File: src/rtl/split_head_scheduler.sv
// Streams a row-major [ROWS][HEADS*HEAD_DIM] tensor and tags each beat with its head-major
// [HEADS][ROWS][HEAD_DIM] destination address. Optional stall counter: SPLIT_SCHED_PERF_EN.
module split_head_scheduler #(
  parameter int DATA_WIDTH = 8,
  parameter int ROWS       = 128,
  parameter int HEADS      = 12,
  parameter int HEAD_DIM   = 64,
  parameter int BEAT_ELEMS = 16,
  parameter int ROW_W      = 8,
  parameter int ADDR_WIDTH = 16
) (
  input  logic                             clk_p,
  input  logic                             rst_p,
  input  logic                             start,
  input  logic [ROW_W-1:0]                 cfg_rows,
  output logic                             busy,
  output logic                             done,
  input  logic                             in_valid,
  output logic                             in_ready,
  input  logic [DATA_WIDTH*BEAT_ELEMS-1:0] in_data,
  output logic                             out_valid,
  input  logic                             out_ready,
  output logic [DATA_WIDTH*BEAT_ELEMS-1:0] out_data,
  output logic [ADDR_WIDTH-1:0]            out_addr,
  output logic [$clog2(HEADS)-1:0]         out_head,
  output logic                             out_last
`ifdef SPLIT_SCHED_PERF_EN
  ,
  output logic [31:0]                      perf_stall
`endif
);

  // state | meaning
  // IDLE  | waiting for start
  // RUN   | accepting input beats
  // FLUSH | last beat captured, waiting for downstream to take it
  // DONE  | one-cycle done pulse
  typedef enum logic [1:0] {S_IDLE, S_RUN, S_FLUSH, S_DONE} state_t;

  localparam int BPH    = HEAD_DIM / BEAT_ELEMS;
  localparam int BEAT_W = (BPH > 1) ? $clog2(BPH) : 1;
  localparam int HEAD_W = $clog2(HEADS);
  localparam int ROW_W1 = ROW_W + 1;
  localparam logic [ROW_W:0] ROWS_EXT = ROW_W1'(ROWS);

  state_t state_q, state_d;

  logic [BEAT_W-1:0]     beat_q;
  logic [HEAD_W-1:0]     head_q;
  logic [ROW_W-1:0]      row_q;
  logic [ROW_W-1:0]      rows_q;
  logic [ROW_W-1:0]      rows_eff;
  logic [ADDR_WIDTH-1:0] addr_cur;
  logic                  beat_last, head_last, row_last, final_beat;
  logic                  in_fire, start_acc;

  assign start_acc = (state_q == S_IDLE) && start;
  assign in_fire   = in_valid && in_ready;

  assign rows_eff = ((cfg_rows == '0) || ({1'b0, cfg_rows} > ROWS_EXT)) ? ROW_W'(ROWS) : cfg_rows;

  assign beat_last  = (beat_q == BEAT_W'(BPH - 1));
  assign head_last  = (head_q == HEAD_W'(HEADS - 1));
  assign row_last   = (row_q == rows_q - ROW_W'(1));
  assign final_beat = beat_last && head_last && row_last;

  assign addr_cur = ADDR_WIDTH'(head_q) * ADDR_WIDTH'(ROWS * BPH)
                  + ADDR_WIDTH'(row_q) * ADDR_WIDTH'(BPH)
                  + ADDR_WIDTH'(beat_q);

  always_ff @(posedge clk_p or posedge rst_p) begin
    if (rst_p) state_q <= S_IDLE;
    else       state_q <= state_d;
  end

  always_comb begin
    state_d  = state_q;
    busy     = 1'b0;
    done     = 1'b0;
    in_ready = 1'b0;
    case (state_q)
      S_IDLE: if (start) state_d = S_RUN;
      S_RUN: begin
        busy     = 1'b1;
        in_ready = !out_valid || out_ready;
        if (in_valid && in_ready && final_beat) state_d = S_FLUSH;
      end
      S_FLUSH: begin
        busy = 1'b1;
        if (out_valid && out_ready && out_last) state_d = S_DONE;
      end
      S_DONE: begin
        done    = 1'b1;
        state_d = S_IDLE;
      end
      default: state_d = S_IDLE;
    endcase
  end

  always_ff @(posedge clk_p or posedge rst_p) begin
    if (rst_p) begin
      beat_q    <= '0;
      head_q    <= '0;
      row_q     <= '0;
      rows_q    <= '0;
      out_valid <= 1'b0;
      out_last  <= 1'b0;
      out_data  <= '0;
      out_addr  <= '0;
      out_head  <= '0;
    end else begin
      if (start_acc) begin
        rows_q <= rows_eff;
        beat_q <= '0;
        head_q <= '0;
        row_q  <= '0;
      end else if (in_fire) begin
        // input order: beat fastest, then head, then row
        if (final_beat) begin
          beat_q <= '0;
          head_q <= '0;
          row_q  <= '0;
        end else if (!beat_last) begin
          beat_q <= beat_q + BEAT_W'(1);
        end else begin
          beat_q <= '0;
          if (!head_last) begin
            head_q <= head_q + HEAD_W'(1);
          end else begin
            head_q <= '0;
            row_q  <= row_q + ROW_W'(1);
          end
        end
      end

      if (in_fire) begin
        out_data  <= in_data;
        out_addr  <= addr_cur;
        out_head  <= head_q;
        out_valid <= 1'b1;
        out_last  <= final_beat;
      end else if (out_ready) begin
        out_valid <= 1'b0;
      end
    end
  end

`ifdef SPLIT_SCHED_PERF_EN
  always_ff @(posedge clk_p or posedge rst_p) begin
    if (rst_p) begin
      perf_stall <= '0;
    end else if (start_acc) begin
      perf_stall <= '0;
    end else if (busy && out_valid && !out_ready && (perf_stall != '1)) begin
      perf_stall <= perf_stall + 32'd1;
    end
  end
`endif

endmodule

File: config.mk
export PLATFORM = sky130hd
export DESIGN_NAME = split_head_scheduler
export DESIGN_NICKNAME = d
export VERILOG_FILES = /design/src/rtl/split_head_scheduler.sv
export SDC_FILE = /design/constraint.sdc
export NUM_CORES = 1
export LEC_CHECK = 0
export BUFFER_PORTS_ARGS = -buffer_cell sky130_fd_sc_hd__buf_2
export CAP_MARGIN = 20
export CORE_UTILIZATION = 43
export DETAILED_ROUTE_END_ITERATION = 7
export PLACE_DENSITY_LB_ADDON = 0.05
export SYNTH_ARGS = -nofsm -noshare
export SYNTH_HDL_FRONTEND = slang
export SYNTH_SLANG_ARGS = --single-unit
File: constraint.sdc
create_clock -name clk_p -period 5 [get_ports clk_p]
set_input_delay 0 -clock clk_p [delete_from_list [all_inputs] [get_ports clk_p]]
set_output_delay 0 -clock clk_p [all_outputs]
set_load 0.005 [all_outputs]
==> reports/metrics.csv, run 1 <==
stage,metric,value,unit
clock_network,postcts setup bufs,0,
global_routing,pin count of the biggest net entering global routing,97,
timing,fin. max-slew vios,0,
timing,RSZ-0062 raised after global routing,false,
run_status,status,finished clean,
clock_network,clock slew at reported path FFs,0.07,ns
die,chip width,130,um
clock_network,Clock Latency Late Sink,0.43,ns
clock_network,total CTS buffers,17,
global_routing,aggregate global routing overflow,0,
yosys,Post-Syn Area,7090,um^2
timing,Setup Total Neg Slack,0,ns
setup_path,crit path DAT,3.02,ns
timing,final hold vios,0,
die,Starting Density,44.3,%
yosys,syn avg cell area,8.95,um^2
die,full die area,17000,um^2
die,io pins,294,
setup_path,Worst R2R Setup Slack,2.36,ns
finish,"commonest non-fill, non-tap cell in the layout",nand2_1,
place,placed inst area,8710,um^2
clock_network,CTS tree,built,
clock_network,clock buffer depth,2,
yosys,post-synthesis register bit count,172,
setup_path,R2R depth,7,
setup_path,"Max FO, Critical Path",86,
finish,final instance area,10800,um^2
route,wire length per cell,14.0,um
place,DP Wirelength,12.6,mm
timing,f_max,378,MHz
route,DRC errors left,0,
power,PwrDens,383,nW/um^2
die,core area,16000,um^2
finish,Syn-to-layout area delta,51.6,%
die,Die Height,130,um
route,final WL,20.1,mm
yosys,post-synth top area share,60.7,%
die,Placement Rows,46,
global_routing,first-pass GRT wire length,31.1,mm
timing,Setup-failing EPs final,0,
setup_path,critical path launch point,state_q[1]$_DFFE_PP0P_,
clock_network,CTS Sinks,172,
finish,multi-input logic area,2610,um^2
finish,"commonest cells after routing, fill and taps aside","nand2_1 (432), buf_2 (291), dfrtp_1 (172)",
finish,Finished Core Util,67.2,%
setup_path,R2R Path End,out_data[60]$_DFFE_PP0P_,
global_routing,antenna violations before repair,0,
place,routability cong.,0.762,
power,Peak VDD IR,0.000269,V
clock_network,Root Driver,clkbuf_16,
finish,Final nets,1366,
finish,layout cells sized above 1,28.1,%
run,MaxCap Viol Count,0,
setup_path,Critical Path RT,5.37,ns
route,TritonRoute pass-1 iters,6,
timing,Slew HR,38.9,%
global_routing,number of global-route vias before repair,6398,
route,First DRT Iteration DRCs,415,
yosys,YS warnings,0,
place,Port Buffer Count,291,
yosys,"Seq/Total Area, Yosys",60.7,%
yosys,synthesized instance count,792,
setup_path,critical path class,flop to flop,
route,Routed Antenna Nets,0,
route,via count,6726,
yosys,"area leader, netlist",dfrtp_1,
power,Power Total,0.00412,W
finish,n_diodes,0,
timing,"crit path setup slack, layout",2.36,ns
finish,FF/Latch Area,4300,um^2
power,P_leak,5.95,nW
setup_path,startpoint types,flop,
timing,worst-margin pin slew,0.916,ns
timing,skew final,0.0127,ns
timing,post-layout min period,2.64,ns
place,dpl ws,2.38,ns
clock_network,htree depth,4,
route,vias per inst,4.66,
hold_path,Hold Path Class,input pin to flop,
finish,# fillers,1299,
setup_path,Worst setup EP type,flop,
setup_path,FF-to-FF Start,state_q[1]$_DFFE_PP0P_,
yosys,Area contributors post-synth,"dfrtp_1 (61%), nand2_1 (23%), ha_1 (2.1%)",
timing,final cycle utilization of the critical path,52.9,%
setup_path,CP Capture Point,out_data[60]$_DFFE_PP0P_,
global_routing,GRT Util Overall,23.8,%
yosys,Unique masters post-synth,38,
==> logic make-up (layout without fill, tap and decap cells) <==
family	Yosys count	in the layout	synth area share, %
fa+ha+maj	12	12	2.12
flops	172	172	60.7
mux	10	10	1.61
other cells	1	2	0.0529
compound gates	39	39	3.12
simple gates	497	497	28.1
xor+xnor	12	12	1.48
buf+inv	49	482	2.82
==> registers in the layout, summed over array words and instances (netlist names) <==
register and count:
rows_q 8, out_addr 14, beat_q 2, out_last 1, out_valid 1, head_q 4, state_q 2, row_q 8
out_head 4, out_data 128
==> per-layer routing <==
| metal | wire (um) | GRT usage, % | up-vias |
|---|---|---|---|
| met5 | 0 | 0 | - |
| met4 | 495 | 9.74 | 0 |
| met3 | 1270 | 7.08 | 31 |
| met2 | 10000 | 39.4 | 225 |
| met1 | 8340 | 29.2 | 3150 |
| li1 | - | - | 3320 |
==> cell type report <==
cell class | instances | share of cell area [%]
Tap cell | 216 | 2.51
Timing Repair Buffer | 442 | 27.5
Sequential cell | 172 | 40.0
Inverter | 8 | 0.326
Clock buffer | 18 | 4.08
Multi-Input combinational cell | 572 | 24.2
Clock inverter | 14 | 1.35
==> timing repair <==
| action | 4_1_cts | 5_1_grt |
|---|---|---|
| endpoints found under the hold margin | 231 | 0 |
| hold buffers | 145 | 0 |
| resized for setup | 0 | 0 |
| setup endpoints to repair | 0 | 0 |
==> report_power, final <==
group	internal [W]	switching, W	leakage (nW)
clock	0.000750	0.000558	0.290
combinational	0.000453	0.000552	3.52
sequential	0.00165	0.000163	2.13
==> cells in the mapped netlist (all sizes together) <==
master	instances
o21ai	22
clkbuf	35
nand2b	1
mux2	8
ha	12
o31ai	1
inv	8
nand4	1
and4b	1
dfrtp	172
nor2b	1
and3	5
nand3b	7
o21ba	1
nand3	16
nor2	11
nor4	3
xor2	7
a21o	1
or4b	1
buf	6
mux2i	2
nand2	433
a21oi	9
a41oi	1
nor3	13
and2	4
xnor2	5
conb	1
o22ai	3
a221oi	1
==> per-stage QoR <==
step	hold WS [ns]	std cells
floorplan	0.105	793
finish	0.124	1442
CTS	0.121	1441
global placement	0.189	1264
detailed placement	0.192	1264
global route	0.175	1442
==> worst min path at each step <==
stage           startpoint                       end  depth (start not counted)
2_1_floorplan   in_data[0]   out_data[0]$_DFFE_PP0P_                          2
3_5_place_dp   in_data[58]  out_data[58]$_DFFE_PP0P_                          3
5_1_grt           in_valid     head_q[0]$_DFFE_PP0P_                          4
3_3_place_gp   in_data[31]  out_data[31]$_DFFE_PP0P_                          3
4_1_cts              start    state_q[0]$_DFFE_PP0P_                          5
6_report             start    state_q[0]$_DFFE_PP0P_                          5
==> critical path: stages, from the launching register on <==
cell	delay (ns)
dfrtp_1	0.39
inv_1	0.09
ha_1	0.20
and2_1	0.18
nand2_4	0.66
buf_4	0.71
nand2_1	0.17
nand2_1	0.11
(Power assumes the default switching activity.)
==> run 2, diff against run 1 <==
--- a/config.mk
+++ b/config.mk
@@ -5,9 +5,10 @@
 export SDC_FILE = /design/constraint.sdc
 export NUM_CORES = 1
 export LEC_CHECK = 0
+export ABC_AREA = 1
 export BUFFER_PORTS_ARGS = -buffer_cell sky130_fd_sc_hd__buf_2
 export CAP_MARGIN = 20
-export CORE_UTILIZATION = 43
+export CORE_UTILIZATION = 45
 export DETAILED_ROUTE_END_ITERATION = 7
 export PLACE_DENSITY_LB_ADDON = 0.05
 export SYNTH_ARGS = -nofsm -noshare
==> constraint.sdc (replaced) <==
create_clock -name clk_p -period 2.62 [get_ports clk_p]
set_input_delay 0 -clock clk_p [delete_from_list [all_inputs] [get_ports clk_p]]
set_output_delay 0 -clock clk_p [all_outputs]
set_load 0.005 [all_outputs]
==> run 2 against run 1 <==
Net effect: non-clock buffer count down 1; clock power up 87%; critical path type unchanged; largest cell class unchanged; die area down 2.9%; first-iteration DRC count down 1.4%.
==> reports/metrics.csv, run 2 <==
stage,metric,value,unit,change
timing,post-layout min period,2.05,ns,-0.591 ns
hold_path,Hold Crit Start,start,,
power,P_leak,6.09,nW,+2.4%
clock_network,htree depth,4,,unchanged
finish,Largest register FFs,128,,unchanged
route,vias per inst,4.67,,+0.11%
setup_path,crit-path cells,inv_1 > ha_1 > a21boi_2 > nand2_4 > buf_12 > o21ai_0,,
finish,Reg with most FFs,out_data,,
finish,Layout Cells excl Fill,1485,,+3.0%
finish,biggest regs,"out_data (128), out_addr (14)",,
timing,final cycle utilization of the critical path,78.4,%,+25 points
clock_network,Root Driver,clkbuf_16,,
yosys,"area leader, netlist",dfrtp_1,,
clock_network,CTS Hold Bufs,141,,-2.8%
setup_path,CP max-delay cell,buf_12,,
yosys,top-count cell post-synth,nand2_1,,
clock_network,total CTS buffers,17,,unchanged
setup_path,CP Capture Point,out_addr[11]$_DFFE_PP0P_,,
setup_path,"Max FO, Critical Path",161,,+87%
timing,skew final,0.00778,ns,-0.00493 ns
yosys,prevailing post-synth register cell,dfrtp_1,,
yosys,"EDFF count, synth",0,,unchanged
route,First DRT Iteration DRCs,409,,-1.4%
setup_path,FF-to-FF Start,state_q[1]$_DFFE_PP0P_,,
power,PwrDens,1070,nW/um^2,+180%
setup_path,Worst setup EP type,flop,,
timing,worst-margin pin slew,0.741,ns,-0.175 ns
place,routability cong.,0.860,,+13%
route,wire length per cell,14.4,um,+3.2%
global_routing,number of global-route vias before repair,6978,,+9.1%
finish,# fillers,1233,,-5.1%
global_routing,antenna violations before repair,0,,unchanged
place,placed instance count,1314,,+4.0%
clock_network,CTS tree,built,,
clock_network,postcts setup bufs,0,,unchanged
die,Die Height,129,um,-1.4%
setup_path,Worst R2R Setup Slack,0.57,ns,-1.79 ns
yosys,top post-synthesis cells by count,"nand2_1 (466), dfrtp_1 (172), inv_1 (32), nand3_1 (29), o21ai_0 (28)",,
die,core area,15400,um^2,-3.6%
yosys,fraction of registers with async set/reset,100,%,unchanged
clock_network,CTS-repair resized insts,0,,unchanged
clock_network,Clock Latency Late Sink,0.42,ns,about the same
route,TritonRoute pass-1 iters,5,,-1
die,full die area,16500,um^2,-2.9%
timing,Slew HR,50.6,%,+12 points
finish,Finished Core Util,70.5,%,+3.3 points
die,Placement Rows,45,,-2.2%
setup_path,R2R depth,6,,-1
yosys,post-synthesis register bit count,172,,unchanged
yosys,Post-Syn Area,7210,um^2,+1.6%
timing,Setup Total Neg Slack,0,ns,unchanged
place,Port Buffer Count,291,,unchanged
run_status,status,finished clean,,
route,Routed Antenna Nets,0,,unchanged
setup_path,critical path launch point,state_q[1]$_DFFE_PP0P_,,
setup_path,R2R Path End,out_addr[11]$_DFFE_PP0P_,,
yosys,YS warnings,0,,unchanged
global_routing,aggregate global routing overflow,0,,unchanged
setup_path,Critical Path RT,2.88,ns,-2.49 ns
setup_path,crit path DAT,2.31,ns,-0.71 ns
route,final WL,21.4,mm,+6.3%
finish,Final nets,1416,,+3.7%
finish,layout cells sized above 1,27.5,%,-0.59 points
power,Power Total,0.0116,W,+180%
setup_path,critical path class,flop to flop,,
finish,"commonest cells after routing, fill and taps aside","nand2_1 (466), buf_2 (291), dfrtp_1 (172)",,
timing,fin. max-slew vios,0,,unchanged
finish,Syn-to-layout area delta,50.9,%,
run,MaxCap Viol Count,0,,unchanged
die,Starting Density,46.7,%,+2.4 points
yosys,Area contributors post-synth,"dfrtp_1 (60%), nand2_1 (24%), ha_1 (2.1%)",,
timing,RSZ-0062 raised after global routing,false,,
yosys,syn avg cell area,8.60,um^2,-4.0%
die,io pins,294,,unchanged
die,chip width,129,um,-1.4%
place,DP Wirelength,13.4,mm,+6.5%
global_routing,GRT Util Overall,26.5,%,+2.7 points
yosys,synthesized instance count,838,,+5.8%
timing,f_max,487,MHz,+29%
hold_path,Hold Path Class,input pin to flop,,
yosys,"Seq/Total Area, Yosys",59.7,%,-0.96 points
clock_network,CTS Sinks,172,,unchanged
route,via count,6934,,+3.1%
setup_path,startpoint types,flop,,
timing,Setup-failing EPs final,0,,unchanged
route,DRC errors left,0,,unchanged
power,Peak VDD IR,0.000589,V,+120%
setup_path,critical path's largest stage delay,0.47,ns,-0.24 ns
finish,"commonest non-fill, non-tap cell in the layout",nand2_1,,
yosys,Unique masters post-synth,34,,-11%
finish,n_diodes,0,,unchanged
yosys,post-synth top area share,59.7,%,-0.96 points
global_routing,pin count of the biggest net entering global routing,162,,+67%
clock_network,clock slew at reported path FFs,0.06,ns,about the same
clock_network,clock buffer depth,2,,unchanged
timing,final hold vios,0,,unchanged
global_routing,first-pass GRT wire length,33.9,mm,+9.2%
## run 2: worst min-delay path by stage
stage | endpoint | depth (start not counted)
4_1_cts | state_q[0]$_DFFE_PP0P_ | 5
3_3_place_gp | out_data[79]$_DFFE_PP0P_ | 2
3_5_place_dp | out_data[82]$_DFFE_PP0P_ | 2
6_report | state_q[0]$_DFFE_PP0P_ | 5
2_1_floorplan | in_ready | 2
5_1_grt | state_q[1]$_DFFE_PP0P_ | 5
## run 2: worst max-delay path, delay by kind of cell, from the launching register on
| kind | cells | cell delay [ns] |
|---|---|---|
| compound gates | 2 | 0.40 |
| fa+ha+maj | 1 | 0.21 |
| flops | 1 | 0.39 |
| simple gates | 1 | 0.15 |
| buf+inv | 2 | 0.56 |
## run 2: per-stage QoR
| stage | hold slack (ns) | area (um^2) | setup slack, ns |
|---|---|---|---|
| finish | 0.0332 | 10900 | 0.566 |
| global route | 0.0680 | 10900 | 0.484 |
| CTS | 0.0211 | 10900 | 0.640 |
| detailed placement | 0.00470 | 8890 | 0.647 |
| global placement | 0.00114 | 8890 | 0.710 |
| floorplan | 0.101 | 7210 | 0.423 |
## run 2: layout make-up
class / instances / area, um^2 / area share, %
clock inverters: 6 / 87.6 / 0.806
multi-input cells: 595 / 2600 / 23.9
flip-flops and latches: 172 / 4300 / 39.6
well taps: 211 / 264 / 2.43
clock buffers: 24 / 482 / 4.43
inverters: 36 / 141 / 1.30
repair buffers: 441 / 3000 / 27.6
## run 2: report_power, final
group          leakage [nW]  internal, W  switching (W)  total (W)
Sequential             2.17      0.00387       0.000761    0.00463
Clock                 0.280      0.00147       0.000982    0.00245
Combinational          3.64      0.00194        0.00256    0.00450
## run 2: logic make-up (layout without fill, tap and decap cells)
family | after synthesis | count (layout) | synth area share (%)
buffers and inverters | 72 | 507 | 4.36
xor gates and xnor gates | 8 | 8 | 0.972
AOI/OAI and AO/OA | 44 | 44 | 3.44
and+or+nand+nor | 529 | 529 | 29.4
adders and majority gates | 12 | 12 | 2.08
other | 1 | 2 | 0.0520
DFF | 172 | 172 | 59.7
## run 2: routing by layer
metal	track usage, %	up-vias	part of all wire [%]
met3	7.03	40	5.9
met4	10.7	0	2.7
met1	31.9	3230	42
met5	0	-	0
li1	-	3424	-
met2	45.4	240	49
==> run 3, diff against run 2 <==
==> constraint.sdc (replaced) <==
create_clock -name clk_p -period 2.1 [get_ports clk_p]
set_input_delay 0 -clock clk_p [delete_from_list [all_inputs] [get_ports clk_p]]
set_output_delay 0 -clock clk_p [all_outputs]
set_load 0.005 [all_outputs]
==> run 3 against run 2 <==
Net effect: wire length barely moved; final cell count rose by 0.81%; sequential power rose by 25%; sequential cell count did not move; clock power rose by 23%; critical path type unchanged.
==> reports/metrics.csv, run 3 (synthesis results as in run 2) <==
stage,metric,value,unit,change
place,DP Wirelength,13.7,mm,+2.1%
clock_network,CTS Sinks,172,,unchanged
setup_path,R2R Path End,rows_q[6]$_DFFE_PP0P_,,
setup_path,Worst setup EP type,flop,,
timing,f_max,511,MHz,+5.0%
die,full die area,16500,um^2,unchanged
route,DRC errors left,0,,unchanged
global_routing,aggregate global routing overflow,0,,unchanged
global_routing,first-pass GRT wire length,34.1,mm,+0.34%
timing,Setup-failing EPs final,0,,unchanged
setup_path,crit-path cells,inv_2 > ha_1 > nand2_1 > inv_2 > buf_6 > nand3_1 > dlygate4sd3_1 > o21ai_0,,
timing,final hold vios,0,,unchanged
finish,"commonest non-fill, non-tap cell in the layout",nand2_1,,
place,routability cong.,0.865,,+0.48%
run,MaxCap Viol Count,0,,unchanged
global_routing,antenna violations before repair,0,,unchanged
global_routing,GRT Util Overall,26.7,%,+0.23 points
setup_path,crit path DAT,2.30,ns,about the same
setup_path,critical path's top delay family,buffers and inverters,,
clock_network,clock buffer depth,2,,unchanged
route,Routed Antenna Nets,0,,unchanged
route,First DRT Iteration DRCs,363,,-11%
setup_path,FF-to-FF Start,state_q[0]$_DFFE_PP0P_,,
setup_path,Crit path depth,8,,+2
die,chip width,129,um,unchanged
timing,Slew HR,50.6,%,about the same
global_routing,number of global-route vias before repair,7023,,+0.64%
setup_path,CP max-delay cell,dlygate4sd3_1,,
hold_path,Hold Path Class,input pin to flop,,
setup_path,Critical Path RT,2.45,ns,-0.43 ns
route,TritonRoute pass-1 iters,5,,unchanged
global_routing,pin count of the biggest net entering global routing,82,,-49%
finish,Syn-to-layout area delta,52.2,%,
setup_path,CP bufs+invs,4,,+2
setup_path,Worst R2R Setup Slack,0.14,ns,-0.42 ns
timing,worst-margin pin slew,0.740,ns,-0.00159 ns
setup_path,"Max FO, Critical Path",15,,-91%
finish,Reg with most FFs,out_data,,
finish,biggest regs,"out_data (128), out_addr (14)",,
finish,Final nets,1428,,+0.85%
finish,n_diodes,0,,unchanged
setup_path,CP Capture Point,rows_q[6]$_DFFE_PP0P_,,
setup_path,most frequent CP cell,inv_2,,
run_status,status,finished clean,,
die,Starting Density,46.7,%,unchanged
timing,final cycle utilization of the critical path,93.1,%,+15 points
route,final WL,21.4,mm,about the same
place,Port Buffer Count,291,,unchanged
power,PwrDens,1320,nW/um^2,+24%
setup_path,startpoint types,flop,,
route,vias per inst,4.70,,+0.57%
die,io pins,294,,unchanged
finish,Finished Core Util,71.1,%,+0.63 points
finish,Largest register FFs,128,,unchanged
die,Die Height,129,um,unchanged
clock_network,Clock Latency Late Sink,0.44,ns,+0.02 ns
timing,RSZ-0062 raised after global routing,false,,
setup_path,critical path's largest stage delay,0.58,ns,+0.11 ns
finish,layout cells sized above 1,28.2,%,+0.75 points
setup_path,critical path class,flop to flop,,
power,Peak VDD IR,0.000660,V,+12%
timing,post-layout min period,1.96,ns,-0.0985 ns
setup_path,critical path launch point,state_q[0]$_DFFE_PP0P_,,
power,P_leak,6.13,nW,+0.60%
clock_network,Root Driver,clkbuf_16,,
clock_network,total CTS buffers,17,,unchanged
die,Placement Rows,45,,unchanged
route,via count,7030,,+1.4%
route,wire length per cell,14.3,um,-0.87%
setup_path,R2R depth,8,,+2
clock_network,htree depth,4,,unchanged
finish,"commonest cells after routing, fill and taps aside","nand2_1 (466), buf_2 (291), dfrtp_1 (172)",,
timing,fin. max-slew vios,0,,unchanged
power,Power Total,0.0145,W,+25%
clock_network,clock slew at reported path FFs,0.06,ns,about the same
die,core area,15400,um^2,unchanged
clock_network,CTS tree,built,,
timing,skew final,0.0142,ns,+0.00646 ns
[run 3: changes by cell type in the layout (fill, tap and decap cells not counted), sizes merged]
cell and delta:
buf +10, clkbuf -5, clkinvlp +4, dlygate4sd3 +2, inv +1
[run 3: power breakdown]
group | total (W) | internal (W) | switching, W | leakage, nW
combinational | 0.00568 | 0.00248 | 0.00319 | 3.70
clock | 0.00301 | 0.00173 | 0.00128 | 0.261
sequential | 0.00577 | 0.00483 | 0.000941 | 2.17
[run 3: final cells by class]
cell class,instances,area [um^2]
clock buffers,19,433
clock inverters,11,123
fillers,1195,4460
inverters,36,141
multi-input cells,595,2600
flip-flops and latches,172,4300
well taps,211,264
repair buffers,453,3110
[run 3: timing repair]
item	CTS	global route
hold endpoints to repair	159	0
buffers inserted	0	0
gates resized for setup	0	2
hold buffers	143	0
endpoints found under the setup margin	0	2
[run 3: worst min path at each step]
stage	end	depth (start not counted)	slack (ns)	startpoint
after floorplan	in_ready	2	0.10	out_ready
after global placement	out_addr[12]$_DFFE_PP0P_	2	0.17	rst_p
after detailed placement	out_addr[9]$_DFFE_PP0P_	2	0.16	rst_p
after CTS	head_q[3]$_DFFE_PP0P_	4	0.004	start
after global routing	head_q[3]$_DFFE_PP0P_	4	0.05	start
final	state_q[0]$_DFFE_PP0P_	5	0.03	start
[run 3: worst min-delay path, stage by stage]
cell and delay, ns:
buf_2 0.11, inv_1 0.04, a22oi_1 0.11, nand3_1 0.11, nand2_1 0.05
[run 3: stage by stage]
stage	setup slack [ns]	setup TNS, ns	std cells	hold slack [ns]	cell area [um^2]
after floorplan	-0.0967	-16.63	839	0.101	7210
after global placement	0.299	0	1324	0.166	8980
after detailed placement	0.273	0	1324	0.163	8980
after CTS	0.115	0	1497	0.00357	11000
after global routing	0.0166	0	1497	0.0535	11000
final	0.145	0	1497	0.0260	11000
[run 3: metal layers]
metal  track usage, %  wire, um  vias to the layer above
met5                0         0                        -
met4             12.0       743                        0
met3             7.28      1600                       49
met2             44.4     10200                      290
met1             32.7      8840                     3232
li1                 -         -                     3459
